--- config.mk ---
export PLATFORM = sky130hd
export DESIGN_NAME = pattern_ctrl_flat
export DESIGN_NICKNAME = d
export VERILOG_FILES = /design/src/rtl/pattern_ctrl_if.sv /design/src/rtl/pattern_ctrl.sv /design/src/flat_wrapper.sv
export SDC_FILE = /design/constraint.sdc
export NUM_CORES = 1
export LEC_CHECK = 0
export CAP_MARGIN = 5
export CORE_MARGIN = 5
export CORE_UTILIZATION = 37
export CTS_BUF_LIST = sky130_fd_sc_hd__clkbuf_2
export CTS_CLUSTER_SIZE = 28
export DETAILED_ROUTE_END_ITERATION = 10
export SLEW_MARGIN = 20
export SYNTH_ARGS = -nofsm -noshare
export SYNTH_HDL_FRONTEND = slang
export SYNTH_SLANG_ARGS = --single-unit
--- constraint.sdc ---
create_clock -name clk_in -period 3.35 [get_ports clk_in]
set_clock_uncertainty 0.1 [all_clocks]
set_input_delay 0.8375 -clock clk_in [delete_from_list [all_inputs] [get_ports clk_in]]
set_output_delay 0.8375 -clock clk_in [all_outputs]
set_load 0.03 [all_outputs]
--- src/rtl/pattern_ctrl_if.sv ---
// Host/OSD pattern request channel into the pattern controller.
// Valid/ready: a request transfers when cmd_valid and cmd_ready are both high.
interface pattern_ctrl_if;
   logic       cmd_valid;
   logic       cmd_ready;
   logic [7:0] cmd_pattern;

   modport master (
      output cmd_valid,
      output cmd_pattern,
      input  cmd_ready
   );

   modport slave (
      input  cmd_valid,
      input  cmd_pattern,
      output cmd_ready
   );
endinterface

--- src/rtl/pattern_ctrl.sv ---
// Test-pattern sequencing controller: measures active picture size, derives
// the ramp increment with a restoring divider, and switches patterns on frame boundaries.
module pattern_ctrl #(
   parameter int B               = 8,
   parameter int X_BITS          = 13,
   parameter int Y_BITS          = 13,
   parameter int FRACTIONAL_BITS = 12,
   parameter int RESET_PATTERN   = 5
) (
   input  logic                         clk_in,
   input  logic                         reset,
   input  logic                         vn_in,
   input  logic                         dn_in,
   pattern_ctrl_if.slave                cmd,
   input  logic                         auto_en,
   input  logic [7:0]                   frames_per_pattern,
   input  logic [7:0]                   num_patterns,
   output logic [7:0]                   pattern,
   output logic [B+FRACTIONAL_BITS-1:0] ramp_step,
   output logic [X_BITS-1:0]            total_active_pix,
   output logic [Y_BITS-1:0]            total_active_lines,
   output logic                         params_valid,
   output logic                         frame_start
);

   localparam int QW = B + FRACTIONAL_BITS;
   localparam int CW = $clog2(QW + 1);

   typedef enum logic [1:0] {
      IDLE,
      DIV,
      DONE
   } div_st_e;

   logic              vn_q, dn_q;
   logic [X_BITS-1:0] pix_cnt_q, line_len_q, tpix_q;
   logic [Y_BITS-1:0] line_cnt_q, tlines_q;
   logic              fs_q;
   logic              fb, dn_fall, div_start;

   div_st_e           state_q, state_d;
   logic [X_BITS-1:0] rem_q, rem_d;
   logic [X_BITS:0]   rem_sh;
   logic [QW-1:0]     quo_q, quo_d, ramp_q, ramp_d;
   logic [CW-1:0]     bcnt_q, bcnt_d;
   logic              pv_q, pv_d;

   logic              pend_q;
   logic [7:0]        pend_pat_q, pat_q, frm_q;
   logic [8:0]        frm_inc, pat_inc, fpp_eff, np_eff;

   assign fb        = vn_q & ~vn_in;
   assign dn_fall   = dn_q & ~dn_in;
   assign div_start = fb && (line_len_q != tpix_q);

   always_ff @(posedge clk_in) begin
      if (reset) begin
         vn_q       <= 1'b0;
         dn_q       <= 1'b0;
         pix_cnt_q  <= '0;
         line_len_q <= '0;
         line_cnt_q <= '0;
         tlines_q   <= '0;
         tpix_q     <= '0;
         fs_q       <= 1'b0;
      end else begin
         vn_q <= vn_in;
         dn_q <= dn_in;
         fs_q <= fb;
         if (dn_in) begin
            if (pix_cnt_q != '1)
               pix_cnt_q <= pix_cnt_q + 1'b1;
         end else if (dn_fall) begin
            pix_cnt_q <= '0;
         end
         // line_len restarts each frame so a frame with no active lines reads 0
         if (fb) begin
            tlines_q   <= line_cnt_q;
            line_cnt_q <= '0;
            line_len_q <= '0;
         end else if (dn_fall) begin
            line_len_q <= pix_cnt_q;
            if (line_cnt_q != '1)
               line_cnt_q <= line_cnt_q + 1'b1;
         end
         if (div_start)
            tpix_q <= line_len_q;
      end
   end

   // Dividend is 2^QW; its leading 1 is preloaded as the first remainder.
   assign rem_sh = {rem_q, 1'b0};

   always_comb begin
      state_d = state_q;
      rem_d   = rem_q;
      quo_d   = quo_q;
      bcnt_d  = bcnt_q;
      ramp_d  = ramp_q;
      pv_d    = pv_q;
      unique case (state_q)
         IDLE: ;
         DIV: begin
            if (rem_sh >= {1'b0, tpix_q}) begin
               rem_d = rem_sh[X_BITS-1:0] - tpix_q;
               quo_d = {quo_q[QW-2:0], 1'b1};
            end else begin
               rem_d = rem_sh[X_BITS-1:0];
               quo_d = {quo_q[QW-2:0], 1'b0};
            end
            bcnt_d = bcnt_q + 1'b1;
            if (bcnt_q == CW'(QW - 1))
               state_d = DONE;
         end
         DONE: begin
            ramp_d  = quo_q;
            pv_d    = 1'b1;
            state_d = IDLE;
         end
         default: state_d = IDLE;
      endcase
      if (div_start) begin
         if (line_len_q == '0) begin
            ramp_d  = '0;
            pv_d    = 1'b1;
            state_d = IDLE;
         end else begin
            state_d = DIV;
            rem_d   = X_BITS'(1);
            quo_d   = '0;
            bcnt_d  = '0;
            pv_d    = 1'b0;
         end
      end
   end

   always_ff @(posedge clk_in) begin
      if (reset) begin
         state_q <= IDLE;
         rem_q   <= '0;
         quo_q   <= '0;
         bcnt_q  <= '0;
         ramp_q  <= '0;
         pv_q    <= 1'b0;
      end else begin
         state_q <= state_d;
         rem_q   <= rem_d;
         quo_q   <= quo_d;
         bcnt_q  <= bcnt_d;
         ramp_q  <= ramp_d;
         pv_q    <= pv_d;
      end
   end

   assign frm_inc = {1'b0, frm_q} + 9'd1;
   assign pat_inc = {1'b0, pat_q} + 9'd1;
   assign fpp_eff = (frames_per_pattern == 8'd0) ? 9'd1 : {1'b0, frames_per_pattern};
   assign np_eff  = (num_patterns == 8'd0) ? 9'd1 : {1'b0, num_patterns};

   assign cmd.cmd_ready = ~pend_q;

   always_ff @(posedge clk_in) begin
      if (reset) begin
         pat_q      <= 8'(RESET_PATTERN);
         pend_q     <= 1'b0;
         pend_pat_q <= '0;
         frm_q      <= '0;
      end else begin
         if (fb) begin
            if (pend_q) begin
               pat_q  <= pend_pat_q;
               pend_q <= 1'b0;
               frm_q  <= '0;
            end else if (auto_en) begin
               if (frm_inc >= fpp_eff) begin
                  frm_q <= '0;
                  pat_q <= (pat_inc < np_eff) ? pat_inc[7:0] : 8'd0;
               end else begin
                  frm_q <= frm_inc[7:0];
               end
            end else begin
               frm_q <= '0;
            end
         end else if (!auto_en) begin
            frm_q <= '0;
         end
         // a request landing on a boundary waits for the following one
         if (cmd.cmd_valid && !pend_q) begin
            pend_q     <= 1'b1;
            pend_pat_q <= cmd.cmd_pattern;
         end
      end
   end

   assign pattern            = pat_q;
   assign ramp_step          = ramp_q;
   assign total_active_pix   = tpix_q;
   assign total_active_lines = tlines_q;
   assign params_valid       = pv_q;
   assign frame_start        = fs_q;

endmodule

--- src/flat_wrapper.sv ---
// flat-port wrapper written by rule: the top's interface ports become plain ports
module pattern_ctrl_flat 
#(
   parameter int B               = 8,
   parameter int X_BITS          = 13,
   parameter int Y_BITS          = 13,
   parameter int FRACTIONAL_BITS = 12,
   parameter int RESET_PATTERN   = 5
)
  (clk_in, reset, vn_in, dn_in, auto_en, frames_per_pattern, num_patterns, pattern, ramp_step, total_active_pix, total_active_lines, params_valid, frame_start, cmd_cmd_valid, cmd_cmd_pattern, cmd_cmd_ready);
  pattern_ctrl_if cmd_i ();
  input  logic clk_in;
  input  logic reset;
  input  logic vn_in;
  input  logic dn_in;
  input  logic auto_en;
  input  logic [7:0] frames_per_pattern;
  input  logic [7:0] num_patterns;
  output logic [7:0] pattern;
  output logic [B+FRACTIONAL_BITS-1:0] ramp_step;
  output logic [X_BITS-1:0] total_active_pix;
  output logic [Y_BITS-1:0] total_active_lines;
  output logic params_valid;
  output logic frame_start;
  input wire logic [$bits(cmd_i.cmd_valid)-1:0] cmd_cmd_valid;
  input wire logic [$bits(cmd_i.cmd_pattern)-1:0] cmd_cmd_pattern;
  output wire logic [$bits(cmd_i.cmd_ready)-1:0] cmd_cmd_ready;
  assign cmd_i.cmd_valid = cmd_cmd_valid;
  assign cmd_i.cmd_pattern = cmd_cmd_pattern;
  assign cmd_cmd_ready = cmd_i.cmd_ready;
  pattern_ctrl #(.B(B), .X_BITS(X_BITS), .Y_BITS(Y_BITS), .FRACTIONAL_BITS(FRACTIONAL_BITS), .RESET_PATTERN(RESET_PATTERN)) u_core (.clk_in(clk_in), .reset(reset), .vn_in(vn_in), .dn_in(dn_in), .cmd(cmd_i), .auto_en(auto_en), .frames_per_pattern(frames_per_pattern), .num_patterns(num_patterns), .pattern(pattern), .ramp_step(ramp_step), .total_active_pix(total_active_pix), .total_active_lines(total_active_lines), .params_valid(params_valid), .frame_start(frame_start));
endmodule
==> results of run 1 <==
[cell usage in the layout (no fill, tap or decap), types with 5 or more instances in the layout]
master,instances
nand2_1,186
dfxtp_1,154
a21oi_1,102
clkdlybuf4s50_1,85
nor2_1,82
inv_1,38
ha_1,33
buf_4,30
xor2_1,29
o21ai_0,26
nand3_1,21
xnor2_1,21
clkbuf_2,17
mux2i_1,16
nor3_1,15
and3_1,11
nand4_1,11
nor2b_1,10
nand2b_1,9
a2111oi_2,9
a21o_1,8
a211oi_1,7
a211o_1,7
nor4_1,6
nor3b_1,6
a22oi_1,5
[cell families after synthesis]
kind of cell               share of synthesized area
adders and majority gates                     0.0579
muxes                                         0.0229
DFF                                            0.412
AOI/OAI and AO/OA                              0.191
buffers and inverters                         0.0455
xor gates and xnor gates                      0.0585
and+or+nand+nor                                0.212
[power by group through the flow]
stage               sequential [W]  combinational, W  clock (W)
finish                     0.00186          0.000229    0.00118
global route               0.00187          0.000253    0.00131
CTS                        0.00186          0.000231    0.00123
detailed placement         0.00190          0.000230          0
global placement           0.00190          0.000227          0
floorplan                  0.00190          0.000126          0
[critical path, delay by kind of cell, from the launching register on]
| kind | cells | cell delay, ns |
|---|---|---|
| DFF | 1 | 0.49 |
| and+or+nand+nor | 2 | 0.43 |
| adders and majority gates | 2 | 0.56 |
| xor gates and xnor gates | 1 | 0.17 |
| AOI/OAI and AO/OA | 6 | 1.27 |
[routing by layer]
| layer | vias to the layer above | GRT usage | share of wire |
|---|---|---|---|
| met2 | 113 | 0.246 | 0.46 |
| met5 | - | 0 | 0 |
| met4 | 0 | 0.0360 | 0.0089 |
| li1 | 3340 | - | - |
| met3 | 12 | 0.0483 | 0.056 |
| met1 | 2948 | 0.196 | 0.47 |
[metrics by stage]
step	setup TNS, ns	hold WS (ns)	cell area (µm²)	power, W
floorplan	0	0.332	7480	0.00203
global placement	-1.07	0.343	8730	0.00213
detailed placement	-1.23	0.345	8730	0.00213
CTS	0	0.368	9020	0.00332
global route	0	0.378	9020	0.00343
finish	0	0.364	9020	0.00327
[sequential cells by signal (all words and copies together), names as in the netlist]
signal,cells
u_core.pend_q,1
u_core.rem_q,13
u_core.ramp_step,20
u_core.total_active_pix,13
u_core.quo_q,20
u_core.frame_start,1
u_core.pix_cnt_q,13
u_core.pend_pat_q,8
u_core.line_cnt_q,13
u_core.params_valid,1
u_core.line_len_q,13
u_core.vn_q,1
u_core.bcnt_q,5
u_core.dn_q,1
u_core.state_q,2
u_core.pattern,8
u_core.total_active_lines,13
u_core.frm_q,8
[cell type report]
| type | count | share of cell area |
|---|---|---|
| diodes | 1 | 0.000277 |
| clock buffers | 17 | 0.00943 |
| clock inverters | 15 | 0.0220 |
| inverters | 38 | 0.0158 |
| multi-input cells | 675 | 0.451 |
| flip-flops and latches | 154 | 0.342 |
| well taps | 270 | 0.0374 |
| repair buffers | 117 | 0.122 |
[worst paths after layout]
kind	slack, ns	start	depth (start not counted)	end
setup / recovery	0.27	u_core.frm_q[0]	11	u_core.frm_q[4]
hold reg to reg	0.36	u_core.quo_q[15]	2	u_core.quo_q[16]
hold / removal	0.36	u_core.quo_q[15]	2	u_core.quo_q[16]
setup reg to reg	0.27	u_core.frm_q[0]	11	u_core.frm_q[4]
[timing repair]
action                     in CTS  in global routing
setup endpoints to repair       0                  4
gates resized for setup         0                  1
hold endpoints to repair        0                  0
==> flow_summary.toml, run 1 <==
[global_route]
overflow = 0
grt_antenna_before_repair = 1
first_global_vias = 6187
grt_max_degree = 39
grt_pass1_wl_um = 29800
grtUsageTotal = 0.151

[clock_network]
cts_setup_buffers = 0
clock-root-buffer = "clkbuf_2"
clockBufferDepth = 2
clkLatencyLatePin_ns = 0.72
cts_tree = "yes"
numCtsBuffers = 17
ctsHoldBuffers = 0
clock_sinks = 154
h-tree-depth = 4
clk_pin_slew_ns = 0.23

[power]
p_leak_nw = 3.50
vdd_drop_max_uv = 197
netSwitchingFraction = 0.255
p_switching_w = 0.000834
power_density_nw_per_um2 = 362
comb_power_share = 0.070
p_seq_frac = 0.570
clkPwrFrac = 0.360
p_int_w = 0.00244

[die]
start_util = 0.373
core_area_um2 = 20000
die_h_um = 152
row_count = 52
boundaryPins = 87
die_x_um = 152
die-area_um2 = 23200

[layout]
multi_input_area_um2 = 4070
fillerInstances = 2065
nets = 1067
drive_gt1_frac = 0.0817
areaGrowthSynthToFinish_pct = 20.6
final_util = 0.450
seqCellArea_um2 = 3080
final_cells = 1287

[yosys]
synth_top_cells_by_count = "nand2_1 (186), dfxtp_1 (154), a21oi_1 (102)"
synth_flop_cell = "dfxtp_1"
synth-edff-count = 0
yosysTopAreaCellShare = 0.412
synth_area_leader_cell = "dfxtp_1"
syn_area_per_cell_um2 = 8.22
yosys_warnings = 0
yosysUniqueCellTypes = 56
synth.most_common_cell = "nand2_1"
synthTopCellsByArea = "dfxtp_1 (41%), nand2_1 (9.3%), a21oi_1 (6.8%)"
ys_seq_area_frac = 0.412
yosys_register_bits = 154
syn_inst = 910
async_reset_ff_frac = 0
syn_nets = 974
syn_area_um2 = 7480

[routing]
drtPass1Iterations = 5
postRouteAntennaNets = 0
drcViolationCount = 0
vias = 6413
drt_iter0_drc = 297
postRouteWirelength_um = 17400
wl_per_cell_um = 13.6
viasPerCell = 4.98

[run_status]
outcome = "finished, final reports clean"

[timing]
max_freq_mhz = 325
fin_crit_sh = 0.919
hold_viol = 0
tightest_slew_ns = 0.782
worst_slack_ns = 0.271
rsz0062_at_grt = "no"
setup_violations = 0
slew_headroom = 0.479
fin_crit_ns = 3.08
drv_slew = 0

[worst_setup_path]
crit_required_ns = 3.91
path_cells = "ha_1 > and3_1 > nand3_1 > xnor2_1 > ha_1 > a21o_1 > a211oi_1 > o21ai_0 > a21o_2 > o21ai_0 > a32o_1"
criticalPathCategory = "reg -> reg"
endpoint_kind = "flip-flop"
slowest_delay_ns = 0.49
crit_arrival_ns = 3.64
slowest_stage = "dfxtp_1"
worstPathMaxFanout = 13
startpoint_type = "flip-flop"

[placed_design]
place_hpwl_um = 12700
dpl.cell_count = 1254
io_buffer_count = 86
gp_congestion = 0.850
pre_cts_ws_ns = -0.172

[min_path]
hold_class = "reg -> reg"

[job]
drv_cap = 0
Note: power is estimated with default switching activity, not from simulation.
==> inputs of run 2 (changes only) <==
- CORE_UTILIZATION: 37 -> 50
- CTS_CLUSTER_DIAMETER: default -> 200
- DONT_BUFFER_PORTS: default -> 1
==> run 2 against run 1 <==
Compared with the run above: non-clock buffer count shrank 86; clock power barely moved; register-to-register slack is essentially flat; die area fell by 24%; final cell count is 13% lower; critical path type unchanged; largest power group unchanged.
==> flow_summary.toml, run 2 (synthesis gave the netlist of run 1 again) <==
[clock_network]
clock-root-buffer = "clkbuf_2"
cts_tree = "yes"
numCtsBuffers = 17
clockBufferDepth = 2
clk_pin_slew_ns = 0.20
h-tree-depth = 4
clkLatencyLatePin_ns = 0.74
clock_sinks = 154
cts_setup_buffers = 0

[routing]
drt_iter0_drc = 251
vias = 6286
drcViolationCount = 0
wl_per_cell_um = 15.6
viasPerCell = 5.64
postRouteWirelength_um = 17400
drtPass1Iterations = 5
postRouteAntennaNets = 0

[die]
start_util = 0.513
core_area_um2 = 14600
die-area_um2 = 17500
die_h_um = 132
die_x_um = 132
boundaryPins = 87
row_count = 44

[layout]
final_cell_mix = "nand2_1 (186), dfxtp_1 (153), a21oi_1 (101), nor2_1 (82), inv_1 (38)"
multi_input_area_um2 = 4080
final_common_cell = "nand2_1"
fillerInstances = 1391
nets = 981
drive_gt1_frac = 0.0892
seqCellArea_um2 = 3080
areaGrowthSynthToFinish_pct = 7.95

[worst_setup_path]
endpoint_kind = "flip-flop"
crit_required_ns = 3.92
startpoint_type = "flip-flop"
worstPathMaxFanout = 4
crit_arrival_ns = 3.66
criticalPathCategory = "reg -> reg"

[timing]
hold_viol = 0
fin_crit_sh = 0.922
setup_tns_ns = 0
tightest_slew_ns = 0.966
setup_violations = 0
drv_slew = 0
max_freq_mhz = 324
rsz0062_at_grt = "no"
fin_crit_ns = 3.09
worst_slack_ns = 0.261
slew_headroom = 0.355

[global_route]
overflow = 0
grt_antenna_before_repair = 1
grt_max_degree = 54
grt_pass1_wl_um = 29300
grtUsageTotal = 0.199
first_global_vias = 6030

[power]
vdd_drop_max_uv = 288
power_density_nw_per_um2 = 401
power_w = 0.00324
p_leak_nw = 3.21

[job]
drv_cap = 0

[run_status]
outcome = "finished, final reports clean"

[placed_design]
pre_cts_ws_ns = 0.213
gp_congestion = 0.864
place_hpwl_um = 12600
io_buffer_count = 0

[min_path]
hold_class = "in -> reg"
## run 2: what timing repair did
action | 4_1_cts | 5_1_grt
hold buffers | 1 | 0
setup endpoints to repair | 0 | 7
endpoints found under the hold margin | 53 | 0
gates resized for setup | 0 | 4
## run 2: path summary, 6_finish.rpt
check                                        start                    to  slack (ns)  cells after the start
worst max-delay path             u_core.pattern[0]     u_core.pattern[6]        0.26                     12
worst min-delay path            cmd_cmd_pattern[2]  u_core.pend_pat_q[2]        0.12                      2
worst max register to register   u_core.pattern[0]     u_core.pattern[6]        0.26                     12
worst min register to register    u_core.quo_q[19]      u_core.quo_q[19]        0.37                      2
## run 2: layout make-up
cell class,count,area share
diodes,1,0.000310
well taps,184,0.0285
inverters,38,0.0177
repair buffers,31,0.0313
clock buffers,19,0.0118
multi-input cells,675,0.505
flip-flops and latches,154,0.382
clock inverters,13,0.0236
## run 2: critical path, stage by stage (launching register included)
cell     delay [ns]
dfxtp_1        0.38
ha_1           0.24
nand3_1        0.13
nor2_1         0.19
xnor2_1        0.18
inv_1          0.07
ha_1           0.31
a21o_1         0.19
a211o_1        0.29
a31o_2         0.25
a211o_1        0.27
a211o_1        0.29
a21oi_1        0.15
## run 2: report_power, final
part | switching, W | internal (W) | leakage (nW) | total, W
logic | 0.000120 | 0.0000555 | 1.80 | 0.000176
clock network | 0.000683 | 0.000507 | 0.167 | 0.00119
registers | 0.0000182 | 0.00185 | 1.24 | 0.00187
## run 2: through the flow
step,instance area [µm²],utilization,std cells,hold slack (ns)
finish,8070,0.553,1115,0.120
global route,8070,0.553,1115,0.0130
CTS,8060,0.553,1114,0.0319
detailed placement,7750,0.531,1081,0.348
global placement,7750,0.531,1081,0.341
floorplan,7480,-,910,0.332
## run 2: layer usage
metal  GRT usage  up-vias  part of all wire
li1            -     3159                 -
met4      0.0662        0             0.021
met1       0.253     2953              0.46
met2       0.323      145              0.47
met3      0.0603       29             0.056
met5           0        -                 0
==> inputs of run 3 (changes only) <==
- clock period: 3.35 -> 3.88 ns (I/O delays scaled with it)
==> run 3 against run 2 <==
Compared with the run above: global-route usage fell by 0.80 points; die area did not move; non-clock buffer count shrank 7; power is 22% lower; combinational power shrank 24%; setup slack better by 0.39 ns; fmax down 4.4%; count of clock-buffer cells in the layout is 1 higher; via count decreased by 2.4%; critical endpoint is now u_core.pattern[4].
==> flow_summary.toml, run 3 (synthesis gave the netlist of run 1 again) <==
[global_route]
overflow = 0
first_global_vias = 6004
grt_max_degree = 57
grt_pass1_wl_um = 28400
grt_antenna_before_repair = 1
grtUsageTotal = 0.191

[power]
p_leak_nw = 3.12
vdd_drop_max_uv = 243
p_switching_w = 0.000645
power_density_nw_per_um2 = 318
p_seq_frac = 0.643
comb_power_share = 0.053
netSwitchingFraction = 0.257
clkPwrFrac = 0.303
p_int_w = 0.00186

[clock_network]
ctsHoldBuffers = 0
cts_setup_buffers = 0
cts_tree = "yes"
clk_pin_slew_ns = 0.21
clockBufferDepth = 2
clock_sinks = 154
clock-root-buffer = "clkbuf_2"
h-tree-depth = 4
clkLatencyLatePin_ns = 0.68
numCtsBuffers = 17
cts_resized = 0

[layout]
fillerInstances = 1396
nets = 974
final_cells = 1107
areaGrowthSynthToFinish_pct = 5.50
final_cell_mix = "nand2_1 (186), dfxtp_1 (154), a21oi_1 (102), nor2_1 (82), inv_1 (38)"
final_util = 0.541
design_area_um2 = 7890
drive_gt1_frac = 0.0760
final_common_cell = "nand2_1"
seqCellArea_um2 = 3080
multi_input_area_um2 = 4070

[worst_setup_path]
r2r_setup_slack_ns = 0.65
path_cells = "nand3_1 > nor2_1 > xnor2_1 > inv_1 > ha_1 > a21o_1 > a211o_1 > a31o_2 > a21oi_1 > a22oi_1 > a311oi_1"
endpoint_kind = "flip-flop"
slowest_stage = "dfxtp_1"
slowest_delay_ns = 0.63
crit_required_ns = 4.37
worstPathMaxFanout = 5
criticalPathCategory = "reg -> reg"
crit_arrival_ns = 3.72
path_delay_family = "compound AO/OA/AOI/OAI gates"
cp_num_buf_inv = 1
startpoint_type = "flip-flop"

[timing]
slew_headroom = 0.390
setup_violations = 0
fin_crit_ns = 3.23
tightest_slew_ns = 0.915
worst_slack_ns = 0.649
rsz0062_at_grt = "no"
fin_crit_sh = 0.833
max_freq_mhz = 309
drv_slew = 0
hold_viol = 0
setup_tns_ns = 0

[placed_design]
dpl.cell_count = 1075
pre_cts_ws_ns = 0.538
dpl_cell_area_um2 = 7710
io_buffer_count = 0
place_hpwl_um = 12000
gp_congestion = 0.785

[routing]
vias = 6134
drcViolationCount = 0
wl_per_cell_um = 15.0
postRouteAntennaNets = 0
postRouteWirelength_um = 16600
drtPass1Iterations = 6
drt_iter0_drc = 278
viasPerCell = 5.54

[die]
start_util = 0.513
core_area_um2 = 14600
row_count = 44
die_x_um = 132
die-area_um2 = 17500
die_h_um = 132
boundaryPins = 87

[job]
drv_cap = 0

[min_path]
hold_class = "in -> reg"

[run_status]
outcome = "finished, final reports clean"
run 3: cell count changes in the layout (fill, tap and decap cells not counted), sizes merged:
cell,delta
buf,-7
clkinv,+3
diode,+1
clkinvlp,+1
clkbuf,+1
bufinv,-3
inv,-4
run 3: worst register-to-register path, stage by stage, from the launching register on:
cell      delay (ns)
dfxtp_1         0.63
nand3_1         0.18
nor2_1          0.20
xnor2_1         0.17
inv_1           0.07
ha_1            0.32
a21o_1          0.18
a211o_1         0.27
a31o_2          0.24
a21oi_1         0.34
a22oi_1         0.13
a311oi_1        0.31
run 3: per-layer routing:
metal  routed length, µm  GRT usage  vias up  part of all wire
li1                    -          -     3138                 -
met1                7450      0.232     2866              0.45
met2                8090      0.330      124              0.49
met3                 977     0.0637        6             0.059
met4                  91     0.0396        0            0.0055
met5                   0          0        -                 0
run 3: cell type report:
| cell class | count | area share |
|---|---|---|
| clock buffer | 20 | 0.0127 |
| antenna | 2 | 0.000634 |
| tap | 184 | 0.0292 |
| multi-input combinational | 675 | 0.516 |
| timing repair buffer | 24 | 0.0228 |
| inverter | 38 | 0.0181 |
| sequential | 154 | 0.391 |
| clock inverter | 10 | 0.0101 |
run 3: path summary, 6_finish.rpt:
kind                        start                    endpoint  cells after the start
max             u_core.pattern[3]           u_core.pattern[4]                     11
min                         reset  u_core.total_active_pix[4]                      1
max reg2reg     u_core.pattern[3]           u_core.pattern[4]                     11
min reg2reg  u_core.pend_pat_q[6]        u_core.pend_pat_q[6]                      2
run 3: per-stage QoR:
| stage | total power [W] | hold slack [ns] |
|---|---|---|
| global placement | 0.00177 | 0.340 |
| global route | 0.00265 | 0.102 |
| floorplan | 0.00175 | 0.332 |
| CTS | 0.00255 | 0.160 |
| finish | 0.00251 | 0.227 |
| detailed placement | 0.00178 | 0.343 |
run 3: power by group through the flow:
| stage | clock network, W | registers (W) | logic, W |
|---|---|---|---|
| after floorplan | 0 | 0.00164 | 0.000109 |
| after global placement | 0 | 0.00164 | 0.000130 |
| after detailed placement | 0 | 0.00164 | 0.000134 |
| after CTS | 0.000797 | 0.00161 | 0.000135 |
| after global routing | 0.000876 | 0.00162 | 0.000152 |
| final | 0.000760 | 0.00161 | 0.000134 |
